<file path="src/rtl/spi_crc_pkg.sv">
// Shared types and helpers for the SPI receive-side CRC checker and its
// transmit-side counterpart.
package spi_crc_pkg;

  typedef enum logic [1:0] {
    IDLE = 2'd0,
    DATA = 2'd1,
    CRC  = 2'd2,
    DONE = 2'd3
  } state_e;

  // Width of a counter that must hold 0..maxlen inclusive.
  function automatic int len_width(input int maxlen);
    return $clog2(maxlen + 1);
  endfunction

endpackage

</file>
<file path="src/rtl/crc_nibble_step.sv">
// One beat of MSB-first CRC division: folds all WCODE data bits into the
// running P-bit remainder in a single combinational step.
module crc_nibble_step #(
  parameter int WCODE = 4,
  parameter int WPOLY = 4
) (
  input  logic [WPOLY-2:0] r_i,
  input  logic [WCODE-1:0] data_i,
  input  logic [WPOLY-2:0] poly_i,
  output logic [WPOLY-2:0] r_o
);

  localparam int P = WPOLY - 1;

  logic [P-1:0] r;
  logic         fb;

  // poly_i carries only the low P terms; the top term is implied by the shift.
  always_comb begin
    r  = r_i;
    fb = 1'b0;
    for (int i = WCODE - 1; i >= 0; i--) begin
      fb = r[P-1] ^ data_i[i];
      r  = (r << 1) ^ (fb ? poly_i : '0);
    end
    r_o = r;
  end

endmodule

</file>
<file path="src/rtl/spi_crc_check.sv">
// Receive-side CRC checker: accumulates the remainder over a frame of data
// beats, then compares it against the trailing CRC beat.
module spi_crc_check
  import spi_crc_pkg::*;
#(
  parameter int WCODE  = 4,
  parameter int WPOLY  = 4,
  parameter int MAXLEN = 16,
  parameter int LW     = len_width(MAXLEN)
) (
  input  logic             i_clk,
  input  logic             i_rst_n,
  input  logic             i_start,
  input  logic [LW-1:0]    i_len,
  input  logic [WPOLY-1:0] i_poly,
  input  logic             i_abort,
  input  logic             i_valid,
  input  logic [WCODE-1:0] i_data,
  output logic             o_ready,
  output logic             o_busy,
  output logic             o_done,
  output logic             o_crc_ok,
  output logic [WPOLY-2:0] o_crc
);

  localparam int P = WPOLY - 1;

  function automatic logic [LW-1:0] sat_len(input logic [LW-1:0] len);
    if (len > LW'(MAXLEN)) return LW'(MAXLEN);
    return len;
  endfunction

  state_e        state_q, state_d;
  logic [LW-1:0] cnt_q, cnt_d;
  logic [P-1:0]  r_q, r_d;
  logic [P-1:0]  poly_q, poly_d;
  logic [P-1:0]  crc_q, crc_d;
  logic          ok_q, ok_d;

  logic [P-1:0]  r_step;
  logic [LW-1:0] len_sat;
  logic          ready;
  logic          beat;
  logic          crc_match;
  logic          unused_poly_msb;

  // The generator's top term is always 1 and never enters the arithmetic.
  assign unused_poly_msb = i_poly[WPOLY-1];

  assign len_sat   = sat_len(i_len);
  assign ready     = (state_q == DATA) || (state_q == CRC);
  assign beat      = i_valid && ready;
  assign crc_match = (i_data == WCODE'(r_q));

  crc_nibble_step #(
    .WCODE (WCODE),
    .WPOLY (WPOLY)
  ) u_step (
    .r_i    (r_q),
    .data_i (i_data),
    .poly_i (poly_q),
    .r_o    (r_step)
  );

  always_ff @(posedge i_clk or negedge i_rst_n) begin
    if (!i_rst_n) begin
      state_q <= IDLE;
      cnt_q   <= '0;
      r_q     <= '0;
      poly_q  <= '0;
      crc_q   <= '0;
      ok_q    <= 1'b0;
    end else begin
      state_q <= state_d;
      cnt_q   <= cnt_d;
      r_q     <= r_d;
      poly_q  <= poly_d;
      crc_q   <= crc_d;
      ok_q    <= ok_d;
    end
  end

  always_comb begin
    state_d = state_q;
    cnt_d   = cnt_q;
    r_d     = r_q;
    poly_d  = poly_q;
    crc_d   = crc_q;
    ok_d    = ok_q;
    // Abort wins over start and beats alike, and leaves the result untouched.
    if (i_abort) begin
      state_d = IDLE;
    end else begin
      case (state_q)
        IDLE: begin
          if (i_start) begin
            r_d    = '0;
            poly_d = i_poly[P-1:0];
            ok_d   = 1'b0;
            crc_d  = '0;
            cnt_d  = len_sat;
            state_d = (len_sat != '0) ? DATA : CRC;
          end
        end
        DATA: begin
          if (beat) begin
            r_d   = r_step;
            cnt_d = cnt_q - 1'b1;
            if (cnt_q == LW'(1)) state_d = CRC;
          end
        end
        CRC: begin
          if (beat) begin
            ok_d    = crc_match;
            crc_d   = r_q;
            state_d = DONE;
          end
        end
        DONE:    state_d = IDLE;
        default: state_d = IDLE;
      endcase
    end
  end

  assign o_ready  = ready;
  assign o_busy   = (state_q != IDLE);
  assign o_done   = (state_q == DONE);
  assign o_crc_ok = ok_q;
  assign o_crc    = crc_q;

endmodule

</file>
<file path="config.mk">
export PLATFORM = sky130hd
export DESIGN_NAME = spi_crc_check
export DESIGN_NICKNAME = d
export VERILOG_FILES = /design/src/rtl/spi_crc_pkg.sv /design/src/rtl/crc_nibble_step.sv /design/src/rtl/spi_crc_check.sv
export SDC_FILE = /design/constraint.sdc
export NUM_CORES = 1
export LEC_CHECK = 0
export CORE_ASPECT_RATIO = 0.5
export CORE_MARGIN = 2
export CORE_UTILIZATION = 33
export DETAILED_ROUTE_END_ITERATION = 8
export GPL_TIMING_DRIVEN = 0
export PLACE_DENSITY = 0.53
export SYNTH_ARGS = -nofsm -noshare
export SYNTH_HDL_FRONTEND = slang
export SYNTH_SLANG_ARGS = --single-unit
</file>
<file path="constraint.sdc">
create_clock -name i_clk -period 2.2 [get_ports i_clk]
set_input_delay 0.22 -clock i_clk [delete_from_list [all_inputs] [get_ports i_clk]]
set_output_delay 0.22 -clock i_clk [all_outputs]
set_load 0.01 [all_outputs]
</file>
# After elaboration in Yosys (flattened, before gate mapping)
# Cells that the tools add are included.
# totals
register_bits	17
inputBits	18
out_inout_bits	7
word_cells	65
# classes
n_addsub	1
order_cmp	1
eq_ne	12
mux	25
bitwise_logic	9
reduce_logical	11
# op_table
op	count
$mux 3	7
$mux 5	4
$mux 2	6
$pmux 3 s2	2
$reduce_and 4->1	3
$xor 3x3->3	4
$pmux 5 s2	1
$ne 3x3->1 const B	3
$pmux 2 s4	1
$ne 2x2->1 const B	3
$reduce_bool 2->1	3
$eq 5x1->1 const B	1
$gt 5x5->1 const B	1
$reduce_bool 5->1	1
$sub 5x1->5 const B	1
$eq 2x2->1 const B	2
$eq 4x3->1	1
$xor 1x1->1	4
$mux 1	3
$ne 3x2->1 const B	1
$reduce_and 3->1	1
$eq 2x1->1 const B	1
$logic_not 2->1	1
$pmux 1 s2	1
other kinds (3)	3

# Logic depth before layout (Yosys ltp)
# Gate-level depths: netlist (run 1).
# depth
word_depth	14
depth_mapped	9
ltp_nobuf	8

# Cells and area by module
# A second synthesis (run 1) with hierarchy kept.
# hier_totals
hier_cells	175
area_unflattened_um2	1522.7
# modules_own_cells
module	n_inst	cells_each	area_each_um2	seq_area_each_um2
spi_crc_check	1	105	1052.3	425.4
crc_nibble_step	1	70	470.5	0.0

# Worst setup path before layout (run 1)
# Ideal clock, no wire load.
# synth_path
path_type	register to register
from	register r_q[2]
to	register r_q[2]
setup_time_ps	95
arrival_ps	1810
path_slack_ps	295
path_stages_with_launch	8
path_buffers	1
period_less_slack_ps	1905
path_cell_list	dfrtp_1 > buf_4 > xor2_2 > a2111oi_0 > a311oi_1 > nand3_1 > o311a_1 > o31ai_1
# synth_via
elab_chain_len	14
# synth_rtl
item	line_no	text
from (decl)	spi_crc_check.sv:35	logic [P-1:0] r_q, r_d;
from (signal assigned)	spi_crc_check.sv:76	r_q <= r_d;
$xor 1x1->1 (*)	crc_nibble_step.sv:23	fb = r[P-1] ^ data_i[i];
$mux 3 (*)	crc_nibble_step.sv:24	r = (r << 1) ^ (fb ? poly_i : '0);
$xor 3x3->3 (*)	crc_nibble_step.sv:24	
$xor 1x1->1	crc_nibble_step.sv:23	
$mux 3	crc_nibble_step.sv:24	
$xor 3x3->3 (*)	crc_nibble_step.sv:24	
$xor 1x1->1	crc_nibble_step.sv:23	
$mux 3	crc_nibble_step.sv:24	
$xor 3x3->3 (*)	crc_nibble_step.sv:24	
$xor 1x1->1	crc_nibble_step.sv:23	
$mux 3	crc_nibble_step.sv:24	
$xor 3x3->3 (*)	crc_nibble_step.sv:24	
$mux 3 (*)	spi_crc_check.sv:106	if (beat) begin
$pmux 3 s2 (*)	spi_crc_check.sv:94	case (state_q)
# Every way passes the cells marked *; elsewhere a longest branch is shown, timed or not. The select of a mux whose other input is x is not followed.
# A chain may end at the register's enable or synchronous reset.

# Worst setup path after layout (run 1)
# layout_path
from	register r_q[1]
to	register r_q[2]
# layout_via
elab_chain_len	12
# layout_rtl
item	line_no
$xor 3x3->3 (*)	crc_nibble_step.sv:24
$xor 1x1->1 (*)	crc_nibble_step.sv:23
$mux 3 (*)	crc_nibble_step.sv:24
$xor 3x3->3 (*)	crc_nibble_step.sv:24
$xor 1x1->1	crc_nibble_step.sv:23
$mux 3	crc_nibble_step.sv:24
$xor 3x3->3 (*)	crc_nibble_step.sv:24
$xor 1x1->1	crc_nibble_step.sv:23
$mux 3	crc_nibble_step.sv:24
$xor 3x3->3 (*)	crc_nibble_step.sv:24
$mux 3 (*)	spi_crc_check.sv:106
$pmux 3 s2 (*)	spi_crc_check.sv:94
# Marks and branches as above.

==> results.md, run 1 <==
* Status: completed
* Switching pwr at 1060 uW
* DP Cell Count at 268
* Most common cell in the netlist: o21ai_0
* GPL Wtd Cong at 0.882
* Pint at 1140 uW
* Synth Instances at 189
* Sequential share of power at 0.246
* Share of cells above drive strength 1 at 0.120
* Met3 usage at 0.0400
* Fin nets at 242
* Layout area overhead at 27.4%
* Synth async-reset ratio at 1.00
* GRT Total Usage at 0.164
* H-tree levels at 1
* Hpwl dp at 3.03 mm
* Final period util at 0.975
* M2 GR Usage at 0.260
* Core area at 0.00447 mm^2
* DR DRC count at 0
* Final core occ at 0.443
* Fillers at 457
* Clk pwr share at 0.115
* Leak pwr at 0.000766 uW
* Syn Std Cell Area at 0.00155 mm^2
* Slew Limit Fails at 0
* Post-synth EDFFs at 0
* Largest net degree at the start of global routing at 18
* Hold Violations, Final at 0
* Critical Path Source: r_q[1]
* Antenna cells at 0
* Wire per inst at 14.9 um
* GR peak layer: met2
* Startpoint Class: register
* Worst-Margin Slew at 0.806 ns
* Synthesis Warnings at 0
* First DRT Iteration DRCs at 61
* Setup_tns at 0 ns
* Initial Utilization at 0.347
* Setup CP Type: register to register
* Grt total ovfl at 0
* Setup-failing EPs final at 0
* Syn_nets at 214
* Row Count at 17
* Initial antenna violation count at 0
* Worst-case clock skew at 0.00414 ns
* Root buf cell: clkbuf_8
* PortBufs at 22
* Logic pwr share at 0.640
* Vias in the first global route at 1,419
* Via/cell ratio at 5.48
* Synth top area cells: dfrtp_1, xnor2_1, o21ai_0, ha_1, nand2_1
* Max-slew headroom at 0.461
* Met1 Use GR at 0.229
* Die Y at 52.5 um
* Final critical-path required period at 2.14 ns
* Maximum vdd drop at 0.284 mV
* Crit path DAT at 2.28 ns
* Die area at 0.00530 mm^2
* Leading area contributor after synthesis: dfrtp_1
* Ports at 25
* DRT Pass-1 Iters at 4
* Syn Area/Cell at 8.21 um^2
* Clock slew at reported path FFs at 0.08 ns
* Finished Layout Cells at 273
* Final wirelength at 4.07 mm
* Hold Worst Slack at 0.424 ns
* Critical path endpoint category: register
* Final ANT Viol Nets at 0
* CTS max path bufs at 2
* Number of distinct library cells after synthesis at 49
* Max FO, Critical Path at 10
* Top-area cell type share of the netlist area at 0.274
* First-pass GRT wire length at 6.76 mm
* Die X at 101 um
* RSZ-0062 raised after global routing: yes
* Synth top cells by count: o21ai_0, dfrtp_1, nand2_1
* Reg-to-reg critical path startpoint: r_q[1]
* CTS Buf Count at 3
* Sequential area share after synthesis at 0.274
* Max-cap violations at 0
* Max Freq at 466 MHz
* Hold Path Class: input pin to async pin
* Dominant synthesized flop cell: dfrtp_1
* Via count at 1,496
* CTS tree: done
* Worst EP required at 2.34 ns
* Worst-Skew Late Latency at 0.26 ns
* Number of synthesized register bits at 17
* Switching share of power at 0.480
* Clk sink count at 17
* Power per cell area at 1110 mW/mm^2
## cells in the final DEF, fill, tap and decap left out, types with 2 or more instances in the layout
cell | netlist | routed
nor4_1 | 3 | 3
o31ai_1 | 3 | 3
xnor2_1 | 11 | 9
a211oi_1 | 2 | 2
a2111oi_0 | 2 | 2
nand3_1 | 11 | 11
buf_4 | 1 | 3
xnor2_2 | 1 | 2
o211ai_1 | 3 | 3
or3_1 | 2 | 2
xor2_4 | 0 | 2
nand2_1 | 16 | 16
inv_1 | 9 | 9
dfrtp_1 | 17 | 16
xor2_1 | 4 | 3
ha_1 | 7 | 7
clkdlybuf4s50_1 | 0 | 21
nor2b_1 | 2 | 2
o21ai_0 | 18 | 18
mux2i_1 | 2 | 2
clkbuf_4 | 0 | 2
a22o_1 | 6 | 6
nor3_1 | 7 | 6
clkbuf_8 | 0 | 3
clkbuf_1 | 8 | 6
a21oi_1 | 6 | 6
a31oi_1 | 3 | 3
mux2_2 | 4 | 4
nor3b_1 | 3 | 3
nor2_1 | 13 | 12
## layer usage
metal  up-vias  wire [um]
met5         -          0
met4         0         41
met3         4        184
met2        35       1730
met1       708       2120
li1        749          -
## sequential cells by signal, summed over array words and instances, names as in the netlist
name,flops
o_crc_ok,1
o_crc,3
state_q,2
r_q,3
poly_q,3
cnt_q,5
## metrics by stage
step / total power (uW) / cell area (um^2) / worst slack [ns]
floorplan: 1510 / 1550 / 0.295
global placement: 1860 / 1840 / -0.272
detailed placement: 1880 / 1840 / -0.268
CTS: 2130 / 1900 / 0.00395
global route: 2390 / 1980 / -0.0235
finish: 2200 / 1980 / 0.0560
## power by group through the flow
stage                     combinational [uW]  sequential (uW)  clock (uW)
after floorplan                         1020              485           0
after global placement                  1360              505           0
after detailed placement                1370              510           0
after CTS                               1340              534         254
after global routing                    1560              558         274
final                                   1410              540         253
## worst max-delay path: stages, from the launching register on
cell and delay [ns]:
dfrtp_1 0.52, xnor2_2 0.34, clkbuf_4 0.28, o21ai_0 0.09, nand2_1 0.10, xor2_1 0.08, a2111oi_0 0.50, o31ai_1 0.11
## area by class of cell
class / count / area [um^2] / area share
buffer: 10 / 50.0 / 0.0253
tap: 57 / 71.3 / 0.0361
clock buffer: 3 / 41.3 / 0.0209
timing repair buffer: 24 / 238 / 0.120
sequential: 17 / 427 / 0.216
inverter: 9 / 33.8 / 0.0171
multi-input combinational: 152 / 1110 / 0.561
clock inverter: 1 / 7.51 / 0.00380
## what timing repair did
action	CTS	global route
gates resized for setup	2	13
hold buffers	0	0
setup endpoints to repair	2	9
endpoints found under the hold margin	0	0
buffers inserted	0	2
## worst paths after layout
kind	slack, ns	cells after the start	end
setup / recovery	0.06	7	r_q[2]
max in group asynchronous	1.23	1	poly_q[0]
min in group i_clk	0.51	3	r_q[0]
setup reg to reg	0.06	7	r_q[2]
hold reg to reg	0.53	2	o_crc_ok
hold / removal	0.42	1	poly_q[2]
## cell families after synthesis
group                      share of synthesized area
buffers and inverters                         0.0524
adders and majority gates                     0.0564
xor gates and xnor gates                       0.116
muxes                                         0.0419
DFF                                            0.274
AOI/OAI and AO/OA                              0.256
and+or+nand+nor                                0.202
Power figures use the tool's default switching activity.
==> run 2: changes to the inputs <==
--- a/config.mk
+++ b/config.mk
@@ -5,6 +5,7 @@
 export SDC_FILE = /design/constraint.sdc
 export NUM_CORES = 1
 export LEC_CHECK = 0
+export CAP_MARGIN = 10
 export CORE_ASPECT_RATIO = 0.5
 export CORE_MARGIN = 2
 export CORE_UTILIZATION = 33
==> results of run 2 <==
The final DEF is identical to that of run 1; final timing and power are the same.
==> run 3: changes to the inputs <==
--- a/config.mk
+++ b/config.mk
@@ -5,13 +5,15 @@
 export SDC_FILE = /design/constraint.sdc
 export NUM_CORES = 1
 export LEC_CHECK = 0
+export ABC_AREA = 1
 export CAP_MARGIN = 10
 export CORE_ASPECT_RATIO = 0.5
 export CORE_MARGIN = 2
 export CORE_UTILIZATION = 33
 export DETAILED_ROUTE_END_ITERATION = 8
 export GPL_TIMING_DRIVEN = 0
-export PLACE_DENSITY = 0.53
+export PLACE_DENSITY = 0.54
+export RECOVER_POWER = 100
 export SYNTH_ARGS = -nofsm -noshare
 export SYNTH_HDL_FRONTEND = slang
 export SYNTH_SLANG_ARGS = --single-unit
==> constraint.sdc (replaced) <==
create_clock -name i_clk -period 2 [get_ports i_clk]
set_input_delay 0.2 -clock i_clk [delete_from_list [all_inputs] [get_ports i_clk]]
set_output_delay 0.2 -clock i_clk [all_outputs]
set_load 0.01 [all_outputs]
==> results.md, run 3 <==
* PnR worst setup slack at 0.121 ns
* First-pass GRT wire length at 4.59 mm
* Die area at 0.00442 mm^2
* Power Total at 2060 uW
* Final core occ at 0.461
* Delay-heaviest family, CP: buffers and inverters
* Max FO, Critical Path at 4
* H-tree levels at 1
* Fillers at 372
* Startpoint Class: register
* Power per cell area at 1250 mW/mm^2
* Hold Path Class: input pin to register
* Syn Std Cell Area at 0.00128 mm^2
* CP peak stage delay at 0.61 ns
* Largest family of logic cells by synthesized area: simple AND/OR/NAND/NOR gates
* CP Buf/Inv Count at 2
* Syn_nets at 210
* Fin nets at 240
* Worst EP required at 1.80 ns
* Maximum vdd drop at 0.569 mV
* Max-cap violations at 0
* First DRT Iteration DRCs at 66
* Clk sink count at 17
* GRT Total Usage at 0.137
* Sequential area share after synthesis at 0.333
* Post-synthesis adder-cell area fraction at 0.0686
* Hold Violations, Final at 0
* Core area at 0.00357 mm^2
* Multi-input combinational cell area at 717 um^2
* Register Area at 425 um^2
* Final period util at 0.940
* CTS tree: done
* # hold bufs at CTS at 0
* Via count at 1,227
* Die X at 92.0 um
* Number of synthesized register bits at 17
* Final ANT Viol Nets at 0
* Status: completed
* DR DRC count at 0
* Largest net degree at the start of global routing at 18
* Layout area overhead at 28.8%
* Critical path endpoint category: primary output
* Synth top cells by count: nand2_1, inv_1, dfrtp_1, nand3_1, o21ai_0
* Slew Limit Fails at 0
* Dominant synthesized flop cell: dfrtp_1
* Synth Instances at 185
* Leak pwr at 0.000838 uW
* Worst-case clock skew at 0.00147 ns
* Setup_tns at 0 ns
* Max reg flops at 5
* Vias in the first global route at 1,002
* DRT Pass-1 Iters at 4
* RSZ-0062 raised after global routing: no
* Hpwl dp at 2.29 mm
* Most frequent cells in the layout: nand2_1, inv_1, nand3_1, dfrtp_1, o21ai_0
* Most common cell in the netlist: nand2_1
* Wire per inst at 11.1 um
* Clock slew at reported path FFs at 0.07 ns
* Initial antenna violation count at 0
* Root buf cell: clkbuf_8
* Final wirelength at 2.94 mm
* Synth async-reset ratio at 1.00
* Share of cells above drive strength 1 at 0.131
* Worst-Margin Slew at 0.828 ns
* CTS max path bufs at 2
* Synth top area cells: dfrtp_1, nand2_1, inv_1, ha_1, nand3_1
* Crit path DAT at 1.68 ns
* Row Count at 15
* Ports at 25
* Number of distinct library cells after synthesis at 24
* Synth Area in Compound Gates at 0.132
* Antenna cells at 0
* Top-area cell type share of the netlist area at 0.333
* Multiplexer share of the synthesized area at 0
* Largest Register: cnt_q
* Max Freq at 532 MHz
* Initial Utilization at 0.358
* Slowest cell on crit path: dlygate4sd3_1
* Finished Layout Cells at 265
* Post-synth EDFFs at 0
* Max-slew headroom at 0.446
* Final critical-path required period at 1.88 ns
* GPL Wtd Cong at 0.782
* Cells along the critical path: inv_1 > ha_1 > dlygate4sd3_1
* Setup CP Type: register to primary output
* CTS Buf Count at 3
* Leading area contributor after synthesis: dfrtp_1
* Synthesis Warnings at 0
* Via/cell ratio at 4.63
* Die Y at 48.0 um
* Grt total ovfl at 0
* Commonest non-fill, non-tap cell in the layout: nand2_1
* Setup-failing EPs final at 0
* Place WS at 0.0315 ns
* DP Cell Count at 259
* Simple-Gate Fraction of Synth Area at 0.344
* PortBufs at 23
* Syn Area/Cell at 6.91 um^2
* XOR/XNOR share of the synthesized area at 0.00686
* Worst-Skew Late Latency at 0.26 ns
[run 3: timing repair]
action,CTS,global route
buffers inserted,0,1
gates resized for setup,0,5
setup endpoints to repair,0,6
[run 3: per-layer routing]
metal	vias up	GRT usage	part of all wire
li1	648	-	-
met1	557	0.196	0.56
met2	20	0.213	0.40
met3	2	0.0362	0.035
met4	0	0.0269	0.0071
met5	-	0	0
[run 3: cell type report]
| type | instances | share of cell area |
|---|---|---|
| timing repair inverter | 1 | 0.00456 |
| clock buffer | 3 | 0.0251 |
| timing repair buffer | 24 | 0.144 |
| clock inverter | 1 | 0.00304 |
| sequential | 17 | 0.259 |
| tap | 51 | 0.0388 |
| inverter | 36 | 0.0821 |
| multi-input combinational | 130 | 0.436 |
| buffer | 2 | 0.00760 |
[run 3: final timing paths]
check / endpoint / cells after the start / startpoint / slack (ns)
max: o_ready / 3 / state_q[0] / 0.12
min: poly_q[2] / 3 / i_poly[2] / 0.47
max reg2reg: cnt_q[2] / 8 / state_q[1] / 0.16
min reg2reg: cnt_q[4] / 2 / cnt_q[4] / 0.51
max in group asynchronous: o_crc[2] / 1 / i_rst_n / 1.00
min in group asynchronous: state_q[1] / 1 / i_rst_n / 0.48
[run 3: metrics by stage]
step	hold slack, ns	cell area [um^2]
2_1_floorplan	-0.0956	1280
4_1_cts	0.447	1620
5_1_grt	0.485	1650
6_report	0.474	1650
3_3_place_gp	0.489	1570
3_5_place_dp	0.495	1570
[run 3: cells by family (layout without fill, tap and decap cells)]
| logic type | Yosys count | count (layout) |
|---|---|---|
| flip-flops | 17 | 17 |
| XOR/XNOR | 1 | 1 |
| AND/OR/NAND/NOR | 93 | 93 |
| adder cells (fa/ha/maj) | 7 | 7 |
| buffers and inverters | 38 | 67 |
| AO/OA/AOI/OAI | 29 | 29 |
[run 3: worst reg2reg max path: stages (launching register included)]
cell,delay [ns]
dfrtp_1,0.41
inv_1,0.13
ha_1,0.31
inv_2,0.11
nor2_1,0.11
inv_1,0.08
a21oi_4,0.21
clkinvlp_4,0.17
a22o_1,0.22
[run 3: power by group]
part	total [uW]	internal [uW]	switching [uW]	leakage, uW
clock	270	139	131	0.0000255
sequential	568	469	99.6	0.000222
combinational	1220	471	751	0.000590
total	2060	1080	981	0.000838
==> RTL change, RTL diff (config.mk and constraints of run 1) <==
The parameter `MAXLEN` goes from 16 to 18.
--- a/src/rtl/spi_crc_check.sv
+++ b/src/rtl/spi_crc_check.sv
@@ -6,5 +6,5 @@
   parameter int WCODE  = 4,
   parameter int WPOLY  = 4,
-  parameter int MAXLEN = 16,
+  parameter int MAXLEN = 18,
   parameter int LW     = len_width(MAXLEN)
 ) (
Behaviour: no difference found for any inputs over 10 cycles, from zero or initial values and one cycle with i_rst_n low; that may be too few to reach the edited logic, so the function may still have changed.
==> RTL change against run 1 <==
Synthesized area decreased by 11%; setup slack better by 0.066 ns; global-route usage down 1.9 points; final cell count shrank 13%; utilization increased by 0.67 points; sequential cell count is the same; cell area down 10%; total power up 3.6%; combinational power up 5%; routed wire length shrank 26%; critical endpoint unchanged; largest power group unchanged; highest routed layer unchanged.
==> RTL change: results (changes against run 1) <==
Run status
  • Outcome: complete, no violations (unchanged)

Power
  • IR drop worst, VDD: 0.2795 mV (was 0.2843 mV)
  • Sequential cell power: 0.563 mW (was 0.540 mW)
  • Total power: 2.280 mW (was 2.201 mW)
  • Net Switching: 1.044 mW (was 1.056 mW)

Route
  • Iteration-0 DRC Markers: 70 (was 61)
  • Post-DR vias/cell: 5.155 (was 5.480)
  • Average wire per standard cell: 12.62 um (was 14.90 um)

Placement
  • IO buf count: 23 (was 22)
  • GP Congestion: 0.7858 (was 0.8818)
  • Placed cells: 233 (was 268)
  • Placed cell areas: 1675 um^2 (was 1843 um^2)
  • Dpl ws: -0.1710 ns (was -0.2682 ns)
  • Post-DP HPWL: 2324 um (was 3028 um)

Worst setup path
  • Peak fanout along the critical path: 5 (was 10)
  • Largest delay share family, worst path: buffers and inverters (was compound AO/OA/AOI/OAI gates)
  • Worst Path Arrival: 2.24 ns (was 2.28 ns)

Global routing
  • First-pass GRT wire length: 5416 um (was 6762 um)
  • Total track usage: 0.1453 (was 0.1640)

Finish
  • Number of multi-input logic gates: 121 (was 152)
  • Number of signal-net buffers in the layout: 29 (was 34)
  • Non-Filler Instances: 238 (was 273)
  • Layout fillers: 395 (was 457)
  • Register Area: 425.4 um^2 (was 426.7 um^2)
  • Final Instance Area: 1772 um^2 (was 1977 um^2)
  • Non-clock buffers, area share: 0.1518 (was 0.1456)
  • Multi-input logic area: 914.6 um^2 (was 1109 um^2)
  • Nets: 210 (was 242)
  • Inverters: 13 (was 9)
  • Layout cells sized above 1: 0.1250 (was 0.1204)

Synth
  • Synth unique cells: 43 (was 49)
  • Post-synthesis net count: 181 (was 214)
  • Synth cell count leaders: dfrtp_1 (17), inv_1 (13), a21oi_1 (10), o21ai_0 (10) (was o21ai_0 (18), dfrtp_1 (17), nand2_1 (16), nor2_1 (13))
  • Syn_area_per_cell: 8.831 um^2 (was 8.209 um^2)
  • Synth area leaders: dfrtp_1 (31%), ha_1 (6.4%), xnor2_4 (6.0%), xnor2_1 (3.8%), a21oi_1 (3.6%) (was dfrtp_1 (27%), xnor2_1 (6.2%), o21ai_0 (5.8%), ha_1 (5.6%), nand2_1 (3.9%))

STA
  • Worst-Margin Slew: 0.7492 ns (was 0.8059 ns)

Die
  • Core Area: 3944 um^2 (was 4467 um^2)
[RTL change: changes by cell type in the layout (fill, tap and decap cells not counted), moves of 3 or more]
cell / run 1 / this run
nand2_1: 16 / 9
a21oi_1: 6 / 9
xnor2_1: 9 / 5
nand2b_1: 0 / 5
nor2_1: 12 / 9
inv_1: 9 / 13
o21ai_0: 18 / 10
a22o_1: 6 / 0
clkbuf_1: 6 / 2
o21ai_1: 0 / 3
[RTL change: final timing paths]
kind | startpoint | end | slack, ns
max reg2reg | r_q[2]$_DFFE_PN0P_ | r_q[2]$_DFFE_PN0P_ | 0.22
min | i_rst_n | cnt_q[2]$_DFFE_PN0P_ | 0.41
min reg2reg | o_crc[1]$_DFFE_PN0P_ | o_crc[1]$_DFFE_PN0P_ | 0.54
max | i_data[3] | r_q[2]$_DFFE_PN0P_ | 0.12
max in group asynchronous | i_rst_n | state_q[1]$_DFFE_PN0P_ | 1.32
min in group i_clk | o_crc[1]$_DFFE_PN0P_ | o_crc[1]$_DFFE_PN0P_ | 0.54
[RTL change: logic make-up after synthesis]
kind of cell	after synthesis	share of synthesized area
AO/OA/AOI/OAI	46	0.2198
XOR/XNOR	14	0.1299
adder cells (fa/ha/maj)	7	0.06358
buffers and inverters	18	0.05540
flip-flops	17	0.3088
multiplexers	5	0.04268
AND/OR/NAND/NOR	49	0.1798
[RTL change: repair_timing]
action	CTS	global route
setup endpoints to repair	0	8
hold buffers	0	0
setup buffers	0	2
gates resized for setup	0	7
hold endpoints to repair	0	0
[RTL change: per-layer routing]
layer,global-route usage,vias up,share of wire
li1,-,620,-
met1,0.2132,585,0.51
met2,0.2124,20,0.44
met3,0.03670,2,0.044
met4,0.03571,0,0.0057
met5,0,-,0
